**src/rtl/quaddectest_cpu_oci_dct_packer.sv**
```systemverilog
// quaddectest_cpu_oci_dct_packer
// Packs 2-bit trace atoms into a 30-bit frame buffer and hands full or
// flushed frames to the sink over valid/ready. It also sequences the
// end-of-test handshake (test_ending / test_has_ended).
// Optional feature macro: DCT_DROP_COUNT_EN. When it is defined, atoms are
// always accepted, and the atoms that arrive outside FILL are counted in
// drop_count.
module quaddectest_cpu_oci_dct_packer #(
  parameter int ATOM_W = 2,
  parameter int SLOTS  = 15,
  parameter int CNT_W  = 4
) (
  input  logic                      clk,
  input  logic                      reset,
  input  logic                      atom_valid,
  input  logic [ATOM_W-1:0]         atom_data,
  output logic                      atom_ready,
  input  logic                      flush,
  input  logic                      stop_req,
  output logic                      frame_valid,
  input  logic                      frame_ready,
  output logic [ATOM_W*SLOTS-1:0]   frame_data,
  output logic [CNT_W-1:0]          frame_count,
  output logic [ATOM_W*SLOTS-1:0]   dct_buffer,
  output logic [CNT_W-1:0]          dct_count,
  output logic                      test_ending,
  output logic                      test_has_ended
`ifdef DCT_DROP_COUNT_EN
  ,
  output logic [15:0]               drop_count
`endif
);

  localparam int BUF_W = ATOM_W * SLOTS;

  typedef enum logic [1:0] {FILL, EMIT, ENDED} state_t;

  state_t             state_q, state_d;
  logic [BUF_W-1:0]   buf_d, fdata_d, packed_buf;
  logic [CNT_W-1:0]   cnt_d, fcnt_d, packed_cnt;
  logic               ending_d;

  assign frame_valid    = (state_q == EMIT);
  assign test_has_ended = (state_q == ENDED);
`ifdef DCT_DROP_COUNT_EN
  assign atom_ready     = 1'b1;
`else
  assign atom_ready     = (state_q == FILL);
`endif

  // Next-state, fill-buffer and frame-capture logic.
  always_comb begin
    state_d    = state_q;
    buf_d      = dct_buffer;
    cnt_d      = dct_count;
    fdata_d    = frame_data;
    fcnt_d     = frame_count;
    ending_d   = test_ending | stop_req;
    packed_buf = dct_buffer;
    packed_cnt = dct_count;
    unique case (state_q)
      FILL: begin
        // The atom of this cycle is packed first, so that a flush or stop in
        // the same cycle captures the frame including that atom.
        if (atom_valid) begin
          for (int unsigned i = 0; i < SLOTS; i++) begin
            if (dct_count == CNT_W'(i)) packed_buf[i*ATOM_W +: ATOM_W] = atom_data;
          end
          packed_cnt = dct_count + CNT_W'(1);
        end
        if (packed_cnt == CNT_W'(SLOTS) ||
            ((flush || stop_req) && packed_cnt != '0)) begin
          fdata_d = packed_buf;
          fcnt_d  = packed_cnt;
          buf_d   = '0;
          cnt_d   = '0;
          state_d = EMIT;
        end else begin
          buf_d = packed_buf;
          cnt_d = packed_cnt;
          if (stop_req) state_d = ENDED;
        end
      end
      EMIT: begin
        // A stop that arrives with the handshake still ends the test.
        if (frame_ready) state_d = (test_ending || stop_req) ? ENDED : FILL;
      end
      ENDED: ;
      default: state_d = FILL;
    endcase
  end

  // State and datapath registers.
  always_ff @(posedge clk) begin
    if (reset) begin
      state_q     <= FILL;
      dct_buffer  <= '0;
      dct_count   <= '0;
      frame_data  <= '0;
      frame_count <= '0;
      test_ending <= 1'b0;
    end else begin
      state_q     <= state_d;
      dct_buffer  <= buf_d;
      dct_count   <= cnt_d;
      frame_data  <= fdata_d;
      frame_count <= fcnt_d;
      test_ending <= ending_d;
    end
  end

`ifdef DCT_DROP_COUNT_EN
  // Saturating count of the atoms that are discarded outside FILL.
  always_ff @(posedge clk) begin
    if (reset) begin
      drop_count <= '0;
    end else if (atom_valid && state_q != FILL && drop_count != '1) begin
      drop_count <= drop_count + 16'd1;
    end
  end
`endif

endmodule

```
**config.mk**
```make
export PLATFORM = sky130hd
export DESIGN_NAME = quaddectest_cpu_oci_dct_packer
export DESIGN_NICKNAME = d
export VERILOG_FILES = /design/src/rtl/quaddectest_cpu_oci_dct_packer.sv
export SDC_FILE = /design/constraint.sdc
export NUM_CORES = 1
export LEC_CHECK = 0
export BUFFER_PORTS_ARGS = -buffer_cell sky130_fd_sc_hd__buf_2
export CORE_AREA = 2 2 125 96
export DETAILED_ROUTE_END_ITERATION = 16
export DIE_AREA = 0 0 127 98
export GPL_TIMING_DRIVEN = 0
export HOLD_SLACK_MARGIN = 0.1
export PLACE_DENSITY_LB_ADDON = 0.2
export RECOVER_POWER = 100
export SLEW_MARGIN = 20
export SYNTH_ARGS = -nofsm -noshare
export SYNTH_HDL_FRONTEND = slang
export SYNTH_SLANG_ARGS = --single-unit
```
**constraint.sdc**
```tcl
create_clock -name clk -period 3.9 [get_ports clk]
set_clock_uncertainty 0.15 [all_clocks]
set_input_delay 1.17 -clock clk [delete_from_list [all_inputs] [get_ports clk]]
set_output_delay 1.17 -clock clk [all_outputs]
set_load 0.01 [all_outputs]
```
After elaboration in Yosys (flattened, before gate mapping)
Cells that the tools add are included.
{"block": "word_totals", "regBits": 71, "inputBits": 8, "out_inout_bits": 72, "wordCells": 62}
{"block": "classes", "n_addsub": 1, "n_eq_ne": 19, "mux": 25, "n_bitwise": 2, "reduce_logical": 9}
{"operator": "$mux 30", "n": 2}
{"operator": "$mux 2", "n": 19}
{"operator": "$eq 4x4->1 const B", "n": 8}
{"operator": "$eq 4x3->1 const B", "n": 4}
{"operator": "$mux 4", "n": 3}
{"operator": "$eq 4x2->1 const B", "n": 2}
{"operator": "$pmux 2 s3", "n": 1}
{"operator": "$add 4x1->4 const B", "n": 1}
{"operator": "$eq 4x1->1 const B", "n": 1}
{"operator": "$logic_not 4->1", "n": 1}
{"operator": "$reduce_bool 4->1", "n": 1}
{"operator": "$logic_or 1x1->1", "n": 3}
{"operator": "$ne 3x1->1 const B", "n": 1}
{"operator": "$reduce_and 3->1", "n": 1}
{"operator": "$eq 2x1->1 const B", "n": 1}
{"operator": "$eq 2x2->1 const B", "n": 1}
{"operator": "$logic_not 2->1", "n": 1}
{"operator": "$ne 2x1->1 const B", "n": 1}
{"operator": "$reduce_and 2->1", "n": 1}
{"operator": "$logic_and 1x1->1", "n": 1}
{"operator": "$not 1->1", "n": 1}
{"operator": "$or 1x1->1", "n": 1}

Longest topological paths before layout
Gate-level depths: netlist of the first run.
{"block": "logic_depth", "depth_word": 8, "ltp_mapped": 10, "depth_no_buf": 7}

Least setup slack after synthesis of the first run
Ideal clock, no wire load.
{"block": "synth_path", "kind": "in2reg", "from": "input port atom_valid", "to": "register dct_count[0]", "setup_time_ns": 0.074, "t_arrival_ns": 2.434, "required_ns": 3.676, "path_slack_ns": 1.241, "stages": 6, "n_path_buf": 1, "cell_sequence": "or4_4 > o31ai_4 > a22oi_2 > buf_4 > or3_1 > a31oi_1"}
{"block": "synth_via", "elab_chain_len": 6, "elab_cells_between_ends": 7, "classes_between": "eq/ne (1); mux (3); reduce/logical (3)"}
{"element": "from (decl)", "line": "15", "text": "input logic atom_valid,"}
{"element": "$mux 4 (*)", "line": "65", "text": "if (atom_valid) begin"}
{"element": "$mux 4 (*)", "line": "61", "text": "unique case (state_q)"}
{"element": "$reduce_bool 4->1", "line": "72", "text": "((flush || stop_req) && packed_cnt != '0)) begin"}
{"element": "$logic_and 1x1->1", "line": "72"}
{"element": "$logic_or 1x1->1", "line": "71", "text": "if (packed_cnt == CNT_W'(SLOTS) ||"}
{"element": "$mux 4 (*)", "line": "71"}
{"element": "to (signal assigned)", "line": "105", "text": "dct_count <= cnt_d;"}
{"element": "to (decl)", "line": "25", "text": "output logic [CNT_W-1:0] dct_count,"}
Mark *: on every way between the ends. The rest lies on a longest branch, timed or not. The select of a mux whose other input is x is not followed.
A chain may end at the register's enable or synchronous reset.

Worst setup path in the final report of the first run
{"block": "layout_path", "from": "input port atom_valid", "to": "register frame_data[12]"}
{"block": "layout_via", "elab_chain_len": 6, "elab_cells_between_ends": 8, "classes_between": "eq/ne (1); mux (3); reduce/logical (4)"}
{"element": "$mux 4", "line": "65"}
{"element": "$mux 4", "line": "61"}
{"element": "$reduce_bool 4->1", "line": "72"}
{"element": "$logic_and 1x1->1", "line": "72"}
{"element": "$logic_or 1x1->1", "line": "71"}
{"element": "$reduce_and 2->1 (no source line)"}
{"element": "to (signal assigned)", "line": "106", "text": "frame_data <= fdata_d;"}
{"element": "to (decl)", "line": "22", "text": "output logic [ATOM_W*SLOTS-1:0] frame_data,"}
Parallel ways exist; a longest one is shown, timed or not. The select of a mux whose other input is x is not followed.

==> results of run 1 <==
-- critical path: cells and delay by family --
kind | cells | cell delay [ps]
simple gates | 2 | 490
compound gates | 3 | 850
buf+inv | 3 | 950
-- layer usage --
| metal | up-vias | GRT usage | part of all wire |
|---|---|---|---|
| li1 | 1549 | - | - |
| met1 | 1483 | 0.2535 | 0.52 |
| met2 | 92 | 0.2465 | 0.42 |
| met3 | 8 | 0.04603 | 0.052 |
| met4 | 0 | 0.05156 | 0.010 |
| met5 | - | 0 | 0 |
-- how the worst max path moves through the flow --
stage / startpoint / endpoint / slack, ps / cells after the start
3_3_place_gp: atom_valid / frame_data[9]$_SDFFE_PP0P_ / 810 / 7
4_1_cts: state_q[0]$_SDFFE_PP0P_ / atom_ready / 620 / 5
2_1_floorplan: atom_valid / dct_count[0]$_SDFFE_PP0P_ / 1240 / 6
3_5_place_dp: atom_valid / frame_data[12]$_SDFFE_PP0P_ / 790 / 7
6_report: atom_valid / frame_data[12]$_SDFFE_PP0P_ / 510 / 8
5_1_grt: dct_count[1]$_SDFFE_PP0P_ / frame_data[20]$_SDFFE_PP0P_ / 250 / 9
-- registers in the layout, summed over array words and instances (netlist names) --
name and cells:
test_ending 1, dct_count 4, state_q 2, dct_buffer 30, frame_count 4, frame_data 30
-- power by group --
| part | internal, mW | total, mW | switching [mW] |
|---|---|---|---|
| logic | 0.157 | 0.539 | 0.382 |
| registers | 0.800 | 0.845 | 0.0455 |
| clock network | 0.444 | 0.737 | 0.293 |
| total | 1.40 | 2.12 | 0.720 |
-- cells in the final DEF, fill, tap and decap left out, drive strengths merged --
cell type	netlist	final
a2111oi	1	1
a211oi	31	31
a21oi	36	36
a221oi	1	1
a22o	1	1
a22oi	7	7
a311oi	1	1
a31oi	5	5
a32oi	1	1
and2	2	2
and4b	1	1
buf	11	9
clkbuf	27	121
clkinv	0	1
dfxtp	71	71
ha	4	4
inv	4	4
mux2i	31	31
nand2	35	35
nand3	11	11
nand4	4	4
nor2	42	42
nor2b	5	5
nor3	5	5
nor3b	1	1
o21ai	3	3
o31a	24	24
o31ai	2	2
or2	1	1
or3	2	2
or4	2	2
xnor2	2	2
xor2	2	2
-- cell usage after synthesis, types with 2 or more instances --
cell type  instances  area share
xor2_1             2      0.0053
mux2i_1           31       0.094
nor2_1            41       0.047
nor2b_1            5      0.0095
o21ai_0            3      0.0045
dfxtp_1           71        0.43
buf_2              5      0.0076
nand2_1           35       0.040
clkbuf_1          27       0.031
nor3_1             5      0.0076
and2_1             2      0.0038
xnor2_1            2      0.0053
ha_1               4       0.015
a22oi_1            6       0.014
nand4_1            4      0.0076
buf_4              4      0.0091
or3_1              2      0.0038
nand3_1           11       0.017
a21oi_1           36       0.055
a211oi_1          31       0.070
o31a_1            24       0.064
inv_1              4      0.0045
a31oi_1            5      0.0095
-- cell families (layout without fill, tap and decap cells) --
logic type                 count (synthesis)  after routing  synth area share
AOI/OAI and AO/OA                        113            113            0.2441
and+or+nand+nor                          111            111            0.1499
DFF                                       71             71            0.4300
buffers and inverters                     42            135           0.05639
muxes                                     31             31           0.09387
adders and majority gates                  4              4           0.01514
xor gates and xnor gates                   4              4           0.01060
-- through the flow --
stage               hold slack, ps  setup slack, ps  total power, mW  instance area [µm²]
floorplan                    278.7             1241            1.208                 3306
global placement             304.3            814.5            1.418                 3876
detailed placement           322.5            792.7            1.427                 3876
CTS                          325.5            619.5            2.172                 4135
global route                 374.3            253.8            2.226                 4016
finish                       320.5            511.8            2.121                 4016
-- layout make-up --
class	count	area share
multi-input cells	263	0.4190
plain buffers	38	0.03956
clock inverters	1	0.001246
repair buffers	78	0.07445
well taps	144	0.04486
flip-flops and latches	71	0.3539
clock buffers	14	0.06324
inverters	4	0.003738
==> results.cfg, run 1 <==
[synth]
synth_edf_count = 0
yosysWarningCount = 0
netlist_area_um2 = 3306
synthCells = 376
avgSynthCellArea_um2 = 8.792
synthFlopType = dfxtp_1
syn_nets = 388
ys_ff_latch = 71
async_flop_share = 0
ys_seq_area_frac = 0.4300
synth_cell_types = 39

[worst_setup_path]
rr_worst_depth = 9
r2r_setup_slack_ps = 530
worst_path_largest_cell_delay_ps = 420
reg2reg_from = dct_count[1]$_SDFFE_PP0P_
worstSetupPathType = primary input to flip-flop
worstPathRequired_ps = 3990
crit_top_cell = clkbuf_1
worstReg2RegEnd = frame_data[12]$_SDFFE_PP0P_
cp.arrival_ps = 3480
path_cells = clkbuf_1 -> and4b_1 -> a32oi_1 -> a22o_1 -> clkbuf_1 -> nor2_1 -> clkbuf_1 -> a211oi_1
end_kind = flip-flop
crit_fanout = 10
cp_slowest_cell = clkbuf_1
start_kind = primary input

[min_path]
min_path_cells = 1
worst_hold_path_type = flip-flop to flip-flop
holdCritStartpoint = state_q[1]$_SDFFE_PP0P_
hold_path_end = state_q[0]$_SDFFE_PP0P_

[sta]
min_period_ps = 3388
setup-tns-final_ps = 0
maxSlewViolCount = 0
hold_violations = 0
max_slew_margin = 0.5862
fin_crit_sh = 0.8688
finalSetupViolCount = 0
rsz0062_at_grt = false
fmax_mhz = 295.1
tightest_slew_ps = 620.7

[clocking]
ctsResizeCount = 0
numCtsBuffers = 9
cts.clk_slew.worst_paths_ps = 60
htreeDepth = 3
clockBufferDepth = 2
insertion_delay_ps = 330
holdBufCountCts = 0
cts_setup_buffers = 0
cts_root_buffer = clkbuf_16
cts_tree = done
cts_sinks = 71

[drt]
route.detailed.drc = 0
wl_per_cell_um = 17.21
first_iter_violations = 167
first_pass_iters = 5
vias = 3132
viasPerCell = 5.109
totalWireLength_mm = 10.55
ant_nets = 0

[floorplanning]
die-area_um2 = 12450
start_util = 0.2921
num_rows = 34
die_h_um = 98
core_um2 = 11320
io-pin-count = 80
die_w_um = 127

[layout]
area_growth_pct = 21.50
stdcell_count = 613
post-route-util = 0.3549
n_antenna_cell = 0
multi_input_area_um2 = 1683
fill_cells = 1215
ff_latch_area_um2 = 1421
fin_nets = 477
drive_above_1_share = 0.04904

[global_routing]
antenna_found_initial = 0
grt_pass1_vias = 3111
grt_pass1_wl_mm = 16.89
grt.total_usage = 0.1727
grt_max_degree = 11
grt-ovfl-total = 0

[power_and_ir_drop]
leakagePower_nw = 1.477
peakVddDrop_mv = 0.2759
p_per_area_nw_per_um2 = 528.0

[placement]
hpwl_mm = 7.571
gp_congestion = 0.8296
io_buffers = 78
place_inst = 598

[flow_run]
cap_violations = 0

[run_status]
status = finished clean
(Power assumes the default switching activity.)
==> run 2, diff against run 1 <==
Settings changed: PLACE_DENSITY_LB_ADDON 0.2 to default, RECOVER_POWER 100 to default.
==> run 2 against run 1 <==
Total power increased by 3.7%; cell area increased by 3.5%; utilization increased by 1.2 points; sequential power about the same.
==> results.cfg, run 2 (synthesized netlist as in run 1, its figures left out) <==
[run_status]
status = finished clean

[drt]
wl_per_cell_um = 17.34
totalWireLength_mm = 10.63
ant_nets = 0
first_pass_iters = 5
viasPerCell = 5.235
first_iter_violations = 246
route.detailed.drc = 0
vias = 3209

[sta]
min_period_ps = 3305
finalSetupViolCount = 0
fmax_mhz = 302.6
maxSlewViolCount = 0
setup-tns-final_ps = 0
fin_ws_ps = 594.9
max_slew_margin = 0.5723
rsz0062_at_grt = false
fin_crit_sh = 0.8474
hold_violations = 0
tightest_slew_ps = 641.6
hold_ws_ps = 312.2

[global_routing]
grt-ovfl-total = 0
grt_pass1_vias = 3039
grt.total_usage = 0.1733
grt_max_degree = 12
grt_pass1_wl_mm = 16.76
antenna_found_initial = 0

[power_and_ir_drop]
leakagePower_nw = 1.824
p_per_area_nw_per_um2 = 529.3
p_total_mw = 2.199
peakVddDrop_mv = 0.2598

[layout]
n_antenna_cell = 0
mostFrequentLayoutCells = 83 x buf_2, 71 x dfxtp_1, 41 x nor2_1
post-route-util = 0.3672
stdcell_count = 613
area_growth_pct = 25.70
final_common_cell = buf_2
top_regs = dct_buffer: 30 flops, frame_data: 30 flops
drive_above_1_share = 0.2303
fin_nets = 477
design_area_um2 = 4155

[clocking]
insertion_delay_ps = 330
cts_setup_buffers = 0
holdBufCountCts = 0
cts_root_buffer = clkbuf_16
htreeDepth = 3
cts_sinks = 71
cts.clk_slew.worst_paths_ps = 50
numCtsBuffers = 9
ctsResizeCount = 0
clockBufferDepth = 2
cts_tree = done

[floorplanning]
core_um2 = 11320
die_h_um = 98
die_w_um = 127
num_rows = 34
die-area_um2 = 12450
start_util = 0.2921
io-pin-count = 80

[worst_setup_path]
end_kind = primary output
worstSetupPathType = flip-flop to primary output
crit_fanout = 10
reg2reg_from = dct_count[1]$_SDFFE_PP0P_
start_kind = flip-flop
worstPathRequired_ps = 2580
worstReg2RegEnd = frame_data[17]$_SDFFE_PP0P_
rr_worst_depth = 7
cp.arrival_ps = 1990
r2r_setup_slack_ps = 1160

[placement]
io_buffers = 78
hpwl_mm = 7.681
placed_area_um2 = 3876
gp_congestion = 0.8684
place_inst = 598
dpl_worst_slack_ps = 770.7

[min_path]
hold_path_end = state_q[0]$_SDFFE_PP0P_
worst_hold_path_type = flip-flop to flip-flop
min_path_cells = 1
holdCritStartpoint = state_q[1]$_SDFFE_PP0P_

[flow_run]
cap_violations = 0
-- run 2: final cells by class --
class	count	area (µm²)
Sequential cell	71	1421
Clock buffer	10	229.0
Tap cell	144	180.2
Fill cell	1185	7161
Clock inverter	5	50.05
Multi-Input combinational cell	263	1698
Timing Repair Buffer	78	390.4
Buffer	38	171.4
Inverter	4	15.01
-- run 2: metal layers --
| layer | routed length (µm) | up-vias | GRT usage |
|---|---|---|---|
| met5 | 0 | - | 0 |
| met1 | 5223 | 1548 | 0.2541 |
| met2 | 4587 | 113 | 0.2543 |
| met4 | 76 | 0 | 0.04057 |
| li1 | - | 1540 | - |
| met3 | 742 | 8 | 0.04493 |
-- run 2: how the worst max path moves through the flow --
stage	from	endpoint	slack [ps]	cells past startpoint
after global routing	state_q[0]$_SDFFE_PP0P_	atom_ready	480	5
final	state_q[0]$_SDFFE_PP0P_	atom_ready	590	5
after CTS	state_q[0]$_SDFFE_PP0P_	atom_ready	610	5
after global placement	atom_valid	dct_buffer[20]$_SDFFE_PP0P_	830	7
after detailed placement	atom_valid	frame_data[15]$_SDFFE_PP0P_	770	7
after floorplan	atom_valid	dct_count[0]$_SDFFE_PP0P_	1240	6
-- run 2: critical path: stages (launching register included) --
cell and delay [ps]:
dfxtp_1 330, or2_2 300, clkbuf_1 220, inv_1 140, clkbuf_1 430, buf_2 230
-- run 2: report_power, final --
| part | total [mW] | internal, mW | switching (mW) |
|---|---|---|---|
| sequential | 0.846 | 0.800 | 0.0467 |
| clock | 0.788 | 0.487 | 0.302 |
| combinational | 0.565 | 0.184 | 0.381 |
| total | 2.20 | 1.47 | 0.730 |
==> run 3, diff against run 2 <==
Clock period 3.9 ns to 3.03 ns, I/O delays scaled along.
==> run 3 against run 2 <==
Hold slack barely moved; global-route usage unchanged; critical path type unchanged; largest cell class unchanged; first-iteration DRC count grew 4.1%; sequential power increased by 29%.
==> results.cfg, run 3 (synthesized netlist as in run 1, its figures left out) <==
[sta]
hold_ws_ps = 312.5
fmax_mhz = 352.2
fin_crit_sh = 0.9370
tightest_slew_ps = 655.5
setup-tns-final_ps = 0
rsz0062_at_grt = false
max_slew_margin = 0.5630
hold_violations = 0
min_period_ps = 2839
maxSlewViolCount = 0
finalSetupViolCount = 0

[global_routing]
grt-ovfl-total = 0
grt_max_degree = 13
grt.total_usage = 0.1733
antenna_found_initial = 0
grt_pass1_vias = 3035
grt_pass1_wl_mm = 16.76

[clocking]
numCtsBuffers = 9
ctsResizeCount = 0
holdBufCountCts = 0
clockBufferDepth = 2
cts.clk_slew.worst_paths_ps = 50
htreeDepth = 3
cts_tree = done
cts_root_buffer = clkbuf_16
cts_sinks = 71
cts_setup_buffers = 0
insertion_delay_ps = 340

[worst_setup_path]
end_kind = primary output
worstSetupPathType = flip-flop to primary output
cp.arrival_ps = 1780
worstPathRequired_ps = 1970
start_kind = flip-flop
crit_fanout = 12

[layout]
mostFrequentLayoutCells = 83 x buf_2, 71 x dfxtp_1, 41 x nor2_1
n_antenna_cell = 0
final_common_cell = buf_2
fin_nets = 476
multi_input_area_um2 = 1698
ff_latch_area_um2 = 1421
fill_cells = 1185
stdcell_count = 612
drive_above_1_share = 0.2308
top_regs = dct_buffer: 30 flops, frame_data: 30 flops
post-route-util = 0.3669
area_growth_pct = 25.59

[power_and_ir_drop]
peakVddDrop_mv = 0.3341
p_sw_frac = 0.3323
p_per_area_nw_per_um2 = 681.9
seq_power_share = 0.385
p_total_mw = 2.831
leakagePower_nw = 1.823
p_switching_mw = 0.9406
p_int_mw = 1.890
pwr-share-comb = 0.256
pwr-share-clk = 0.359

[floorplanning]
io-pin-count = 80
start_util = 0.2921
num_rows = 34
die_h_um = 98
die-area_um2 = 12450
die_w_um = 127
core_um2 = 11320

[placement]
place_inst = 598
io_buffers = 78
gp_congestion = 0.8684
hpwl_mm = 7.681

[drt]
vias = 3215
first_iter_violations = 256
first_pass_iters = 4
totalWireLength_mm = 10.62
viasPerCell = 5.253
route.detailed.drc = 0
wl_per_cell_um = 17.36
ant_nets = 0

[run_status]
status = finished clean

[min_path]
worst_hold_path_type = flip-flop to flip-flop

[flow_run]
cap_violations = 0
==> run 3: cell types whose count changed in the layout (fill, tap and decap cells not counted) <==
cell / previous run / this run
clkbuf_1: 28 / 27
==> run 3: path summary, 6_finish.rpt <==
path,from,endpoint,slack (ps),cells past startpoint
max,state_q[0]$_SDFFE_PP0P_,atom_ready,190,4
min,state_q[1]$_SDFFE_PP0P_,state_q[0]$_SDFFE_PP0P_,310,1
max reg2reg,state_q[0]$_SDFFE_PP0P_,frame_data[22]$_SDFFE_PP0P_,270,7
min reg2reg,state_q[1]$_SDFFE_PP0P_,state_q[0]$_SDFFE_PP0P_,310,1
==> run 3: through the flow <==
step                cell area (µm²)  setup slack (ps)
floorplan                      3306             632.5
global placement               3876             216.3
detailed placement             3876             161.7
CTS                            4151             192.1
global route                   4151             55.59
finish                         4151             190.8
==> run 3: layout make-up <==
type,count,share of cell area
Buffer,37,0.04039
Timing Repair Buffer,78,0.09403
Inverter,4,0.003617
Tap cell,144,0.04340
Multi-Input combinational cell,263,0.4090
Clock buffer,10,0.05515
Clock inverter,5,0.01206
Sequential cell,71,0.3424
==> run 3: power by group through the flow <==
stage                     registers [mW]  logic [mW]  clock network, mW
after global placement              1.10       0.711                  0
after floorplan                     1.14       0.416                  0
after global routing                1.10       0.795               1.08
after CTS                           1.09       0.723               1.03
final                               1.09       0.725               1.02
after detailed placement            1.11       0.726                  0
==> run 3: metal layers <==
layer / global-route usage / share of wire / routed length [µm]
met1: 0.2541 / 0.50 / 5279
met2: 0.2543 / 0.43 / 4551
met3: 0.04493 / 0.064 / 683
met4: 0.04057 / 0.010 / 107
met5: 0 / 0 / 0
==> run 3: worst max-delay path, cell delays in order (launching register included) <==
cell and delay, ps:
dfxtp_1 330, or2_2 300, clkbuf_1 210, inv_1 380, buf_2 210
